`src/rtl/ceespu_wb_arbiter.sv`:
```
// Writeback arbiter: two requesters share one registered register-file write port.
// Optional combinational read bypass when CEESPU_WB_BYPASS_EN is defined.
module ceespu_wb_arbiter #(
    parameter int DATA_W     = 32,
    parameter int SEL_W      = 5,
    parameter int FIXED_PRIO = 0,
    parameter int CNT_W      = 16
) (
    input  logic              I_clk,
    input  logic              I_rst,
    input  logic              I_req0_valid,
    input  logic [SEL_W-1:0]  I_req0_sel,
    input  logic [DATA_W-1:0] I_req0_data,
    output logic              O_req0_ready,
    input  logic              I_req1_valid,
    input  logic [SEL_W-1:0]  I_req1_sel,
    input  logic [DATA_W-1:0] I_req1_data,
    output logic              O_req1_ready,
    output logic              O_we,
    output logic [SEL_W-1:0]  O_selD,
    output logic [DATA_W-1:0] O_dataD,
`ifdef CEESPU_WB_BYPASS_EN
    input  logic [SEL_W-1:0]  I_selA,
    input  logic [SEL_W-1:0]  I_selB,
    input  logic [DATA_W-1:0] I_dataA,
    input  logic [DATA_W-1:0] I_dataB,
    output logic [DATA_W-1:0] O_fwdA,
    output logic [DATA_W-1:0] O_fwdB,
`endif
    output logic [CNT_W-1:0]  O_stall_cnt
);

    logic lastGrant;
    logic grant0, grant1;
    logic stall;

    // Port 1 wins a collision under fixed priority, or when port 0 was served last.
    always_comb begin
        grant1 = I_req1_valid && (!I_req0_valid || (FIXED_PRIO != 0) || !lastGrant);
        grant0 = I_req0_valid && !grant1;
        stall  = (I_req0_valid && !grant0) || (I_req1_valid && !grant1);
    end

    assign O_req0_ready = grant0;
    assign O_req1_ready = grant1;

    always_ff @(posedge I_clk or negedge I_rst) begin
        if (!I_rst) begin
            lastGrant <= 1'b1;
            O_we      <= 1'b0;
            O_selD    <= '0;
            O_dataD   <= '0;
        end else begin
            O_we <= grant0 || grant1;
            if (grant0) begin
                O_selD    <= I_req0_sel;
                O_dataD   <= I_req0_data;
                lastGrant <= 1'b0;
            end else if (grant1) begin
                O_selD    <= I_req1_sel;
                O_dataD   <= I_req1_data;
                lastGrant <= 1'b1;
            end
        end
    end

    // Saturates at all-ones so a long stall never reads back as a small count.
    always_ff @(posedge I_clk or negedge I_rst) begin
        if (!I_rst)
            O_stall_cnt <= '0;
        else if (stall && (O_stall_cnt != {CNT_W{1'b1}}))
            O_stall_cnt <= O_stall_cnt + 1'b1;
    end

`ifdef CEESPU_WB_BYPASS_EN
    // Covers the cycle where the write is still in flight to the register file.
    assign O_fwdA = (O_we && (O_selD == I_selA)) ? O_dataD : I_dataA;
    assign O_fwdB = (O_we && (O_selD == I_selB)) ? O_dataD : I_dataB;
`endif

endmodule

```
`config.mk`:
```
export PLATFORM = sky130hd
export DESIGN_NAME = ceespu_wb_arbiter
export DESIGN_NICKNAME = d
export VERILOG_FILES = /design/src/rtl/ceespu_wb_arbiter.sv
export SDC_FILE = /design/constraint.sdc
export NUM_CORES = 1
export LEC_CHECK = 0
export ABC_AREA = 1
export CAP_MARGIN = 0
export CORE_MARGIN = 8
export CORE_UTILIZATION = 36
export DETAILED_ROUTE_END_ITERATION = 7
export PLACE_DENSITY = 0.82
export SLEW_MARGIN = 25
export SYNTH_ARGS = -nofsm -noshare
export SYNTH_HDL_FRONTEND = slang
export SYNTH_SLANG_ARGS = --single-unit
```
`constraint.sdc`:
```
create_clock -name I_clk -period 1.4 [get_ports I_clk]
set_input_delay 0.28 -clock I_clk [delete_from_list [all_inputs] [get_ports I_clk]]
set_output_delay 0.28 -clock I_clk [all_outputs]
set_load 0.01 [all_outputs]
```
# ---- Yosys cells after proc, flatten, opt, wreduce, memory -nomap -nowiden
# Index checks and enable logic that the tools add are counted.
dict set report word_totals {
  regBits 55
  latchBits 0
  ramBits 0
  mem_bits_ro 0
  output_inout_bits 56
  elab_cells 26
  mem_count 0
}
dict set report op_classes {
  add_sub_neg 1
  multipliers 0
  n_div 0
  order_cmp 0
  eq_ne 1
  shifts 0
  muxes 6
  n_bitwise 0
  reduce_logical 13
}
# cell count
set op_table {}
lappend op_table {{$mux W32} 2}
lappend op_table {{$add A16 B1 Y16 const B} 1}
lappend op_table {{$ne A16 B16 Y1 const B} 1}
lappend op_table {{$mux W5} 2}
lappend op_table {{$logic_and A1 B1 Y1} 5}
lappend op_table {{$logic_not A1 Y1} 4}
lappend op_table {{$logic_or A1 B1 Y1} 3}
lappend op_table {{$mux W1} 2}
lappend op_table {{$reduce_bool A2 Y1} 1}

# ---- Logic depth before layout (Yosys ltp)
dict set report logic_depth {
  depth_word 9
  ltp_mapped 9
  mapped_depth_nobuf 9
}

# ---- Least setup slack after synthesis
# Ideal clock, no wire load.
dict set report synth_path {
  path_kind {register to register}
  from {reg O_stall_cnt[0]}
  to {reg O_stall_cnt[10]}
  setup_time_ns 0.123
  arrival_time_ns 1.342
  required_time_ns 1.277
  setup_slack_ns -0.065
  path_stages_with_launch 9
  n_path_buf 0
  synth_period_minus_slack_ns 1.465
  cell_sequence {dfrtp_1 > ha_1 > nand3_1 > nor2_1 > nand2_1 > inv_1 > nand2_1 > o21ai_0 > nand2_1}
}
dict set report synth_between {
  elab_chain_len 2
  elab_cells_between_ends 3
  cone_classes {add/sub (1); eq/ne (1); reduce/logical (1)}
}
# element line
set synth_rtl {}
lappend synth_rtl {{start, declared} 30} ;# output logic [CNT_W-1:0] O_stall_cnt
lappend synth_rtl {{start signal, assigned} 72} ;# O_stall_cnt <= O_stall_cnt + 1'b1;
lappend synth_rtl {{branches (longest 2 deep; another with $add A16 B1 Y16)} -}
# Several ways; the timed one is not identified.
# A chain may end at the register's enable or synchronous reset.

# ---- Final worst setup path
dict set report layout_path {
  from {reg lastGrant}
  to {reg O_dataD[31]}
}
dict set report layout_between {
  elab_chain_len 6
  elab_cells_between_ends 7
  cone_classes {mux (1); reduce/logical (6)}
}
# element line
set layout_rtl {}
lappend layout_rtl {{start, declared} 33} ;# logic lastGrant;
lappend layout_rtl {{start signal, assigned} 49} ;# lastGrant <= 1'b1;
lappend layout_rtl {{start signal, assigned} 58} ;# lastGrant <= 1'b0;
lappend layout_rtl {{start signal, assigned} 62} ;# lastGrant <= 1'b1;
lappend layout_rtl {{$logic_not A1 Y1 *} 39} ;# grant1 = I_req1_valid && (!I_req0_valid || (FIXED_PRIO != 0) || !lastGrant);
lappend layout_rtl {{$logic_or A1 B1 Y1 *} 39}
lappend layout_rtl {{$logic_and A1 B1 Y1 *} 39}
lappend layout_rtl {{$logic_not A1 Y1} 40} ;# grant0 = I_req0_valid && !grant1;
lappend layout_rtl {{$logic_and A1 B1 Y1} 40}
lappend layout_rtl {{$mux W32 / $reduce_bool A2 Y1 (equally long branches)} -}
lappend layout_rtl {{end signal, assigned} 57} ;# O_dataD <= I_req0_data;
lappend layout_rtl {{end signal, assigned} 61} ;# O_dataD <= I_req1_data;
lappend layout_rtl {{end, declared} 21} ;# output logic [DATA_W-1:0] O_dataD,
# Mark *: on every way between the ends. The rest lies on a longest branch, timed or not.

==> results by group <==
Run status
  – Status: complete, but fails checks
  – Failing checks: setup timing

Floorplanning
  – Die area: 0.01040 sq mm
  – Top Ports: roughly 130
  – Die Y: ~100 um
  – Die width: between 100 and 150 um
  – Row count: 31
  – Initial Utilization: 36.89%
  – Core ar.: ~0.0072 sq mm

Logic synthesis
  – Yosys cell types: 21
  – Post-synthesis sequential area ratio: between 50% and 60%
  – Mean post-synth cell area: 7.497 sq um
  – Post-synthesis cell count: approximately 360
  – Syn nets: 434
  – Total number of yosys warnings: 0
  – Post-synthesis register bit count: 55
  – Synthesized area: 0.002661 sq mm

Setup path
  – Crit path DAT: 1800 ps
  – CP Capture Point: O_dataD[31]
  – FF-to-FF End: O_dataD[31]
  – Crit path from: lastGrant
  – CP Launch Type: flop
  – Worst reg-to-reg path cell count: 9
  – Critical Path Fanout Max: 8
  – Reg2reg setup slack: -160 ps
  – CP endpoint kind: flop
  – WP data required: 1640 ps
  – Critical path start-end classification: flop to flop
  – Worst r2r src: lastGrant

Layout
  – Fraction of layout cells with a size suffix above 1: ~28%
  – Layout Area Growth over Synthesis: 87.45%
  – Final net count: 614
  – ANT cells: 0
  – Fill cell count: approximately 570
  – Final Util: 69.15%
  – Design area: between 0.004 and 0.005 sq mm
  – Most frequent cells in the layout: nand2_1, clkdlybuf4s50_1, dfrtp_1, dlygate4sd2_1, buf_4
  – Most common cell after layout, fill and taps aside: nand2_1

Global routing
  – Initial antenna violation count: 0
  – Gr usage total: about 18%
  – Total grt overflow: 0
  – Maximum number of pins on one net before global-route repair: between 50 and 60
  – First-pass GRT wire length: 14.77 mm
  – Vias in the first global route: roughly 3200

Clock network
  – # clock sinks: between 50 and 60
  – Clock transition at the registers of the reported paths: 90 ps
  – Root Driver: clkbuf_8
  – CTS tree: built
  – Clk_lat worst skew: approximately 300 ps
  – Max Root-Sink Buffers: 2
  – CTS Buf Count: 5
  – H-tree levels: 2

Place
  – Placed Area: approximately 0.0043 sq mm
  – Setup WS pre-CTS: -496.1 ps
  – HPWL after DPL: approximately 6.8 mm
  – Final GP Congestion: around 0.84
  – Port Buffers: ~130

STA
  – Hold WS: between 400 and 500 ps
  – Least-Margin Pin Slew: ~360 ps
  – Fin. Hold Viols: 0
  – Final min period: between 1500 and 2000 ps
  – Final Cycle Share: 111.8%
  – Clock Skew: ~6.6 ps
  – Worst setup margin: -164.5 ps
  – Slew Viols, Final: 0
  – Endpoints failing setup: 38
  – Max_slew headroom: about three quarters
  – RSZ-0062 raised after global routing: yes
  – Fmax: ~640 MHz

Power
  – Peak VDD IR: 0.5209 mV
  – Leakage: roughly 2.5 nW
  – PwrDens: approximately 860 mW/mm^2

Drt
  – Drt drc: 0
  – Via Count: approximately 3000
  – WL final: between 10 and 15 mm
  – Starting DRT DRC Count: roughly 110
  – Vias per cell: between 4 and 5
  – ANT nets after route: 0
  – TritonRoute pass-1 iters: 6
  – Wire per inst: roughly 16 um

Worst hold path
  – Worst hold path type: input port to asynchronous set/reset pin

Run
  – Max-Cap Viols: 0
==> critical path, stage by stage (launching register included) <==
cell and delay, ps:
dfstp_2 560, nand2_2 70, nand2_4 80, inv_4 50, buf_4 140, nor2_4 180, buf_12 150, buf_12 140
nand2_2 70, nand3_2 70
==> worst min-delay path by stage <==
stage	start	endpoint	cells after the start
2_1_floorplan	I_rst	O_dataD[0]	0
3_3_place_gp	I_rst	O_stall_cnt[2]	2
3_5_place_dp	I_rst	O_stall_cnt[2]	2
4_1_cts	O_dataD[23]	O_dataD[23]	2
5_1_grt	O_selD[2]	O_selD[2]	2
6_report	I_rst	O_stall_cnt[0]	3
==> cells by family after synthesis <==
group | synth area share [%]
adder cells (fa/ha/maj) | 0.4701
AO/OA/AOI/OAI | 2.256
flip-flops | 51.76
XOR/XNOR | 0.9875
AND/OR/NAND/NOR | 39.21
buffers and inverters | 5.312
==> flip-flops by register name, summed over array words and instances (netlist names) <==
name         flops
O_dataD         32
O_stall_cnt     16
lastGrant        1
O_we             1
O_selD           5
==> synth_stat cells <==
cell type	number	area (sq um)
buf_2	8	40.04
nor2_1	19	71.32
xnor2_1	3	26.28
o21ai_0	9	45.04
nand4_1	4	25.02
inv_1	21	78.83
nand3_1	39	195.2
dfstp_2	1	26.28
nand3b_1	3	22.52
inv_2	1	3.750
nand2_2	1	6.260
buf_4	2	15.01
dfrtp_1	54	1351
ha_1	1	12.51
a21oi_1	1	5.000
nand2_1	180	675.7
clkbuf_1	1	3.750
nand4_2	1	12.51
o21ai_1	2	10.01
nor2_4	2	22.52
nor2_2	2	12.51
==> layout make-up <==
type	count	area, sq um	share of cell area, %
sequential	55	1380	27.66
clock buffer	7	76.32	1.530
timing repair buffer	184	1789	35.87
inverter	22	85.08	1.706
tap	99	123.9	2.483
clock inverter	1	5.005	0.1003
multi-input combinational	267	1529	30.65
==> what timing repair did <==
| action | in CTS | in global routing |
|---|---|---|
| gates cloned | 3 | 3 |
| gates resized for setup | 121 | 89 |
| buffers inserted | 13 | 6 |
| endpoints found under the setup margin | 98 | 60 |
| hold buffers | 1 | 0 |
| pin swaps | 4 | 14 |
| hold endpoints to repair | 54 | 0 |
==> power breakdown <==
group	switching, mW	internal, mW
Clock	0.488	0.353
Combinational	0.707	0.772
Sequential	0.182	1.79
Total	1.38	2.92
==> per-layer routing <==
metal / wire, um / up-vias / share of wire (%) / GRT usage, %
li1: - / 1469 / - / -
met1: 3787 / 1456 / 38 / 19.56
met2: 5263 / 127 / 52 / 32.03
met3: 923 / 4 / 9.2 / 6.744
met4: 57 / 0 / 0.57 / 4.289
met5: 0 / - / 0 / 0
==> metrics by stage <==
stage                     total power [mW]  cells  setup TNS [ps]
after floorplan                      2.414    355               0
after global placement               3.259    606          -17920
after detailed placement             3.302    606          -18590
after CTS                            4.150    631           -5087
after global routing                 4.540    635           -6295
final                                4.295    635           -3626
Note: power is estimated with default switching activity, not from simulation.
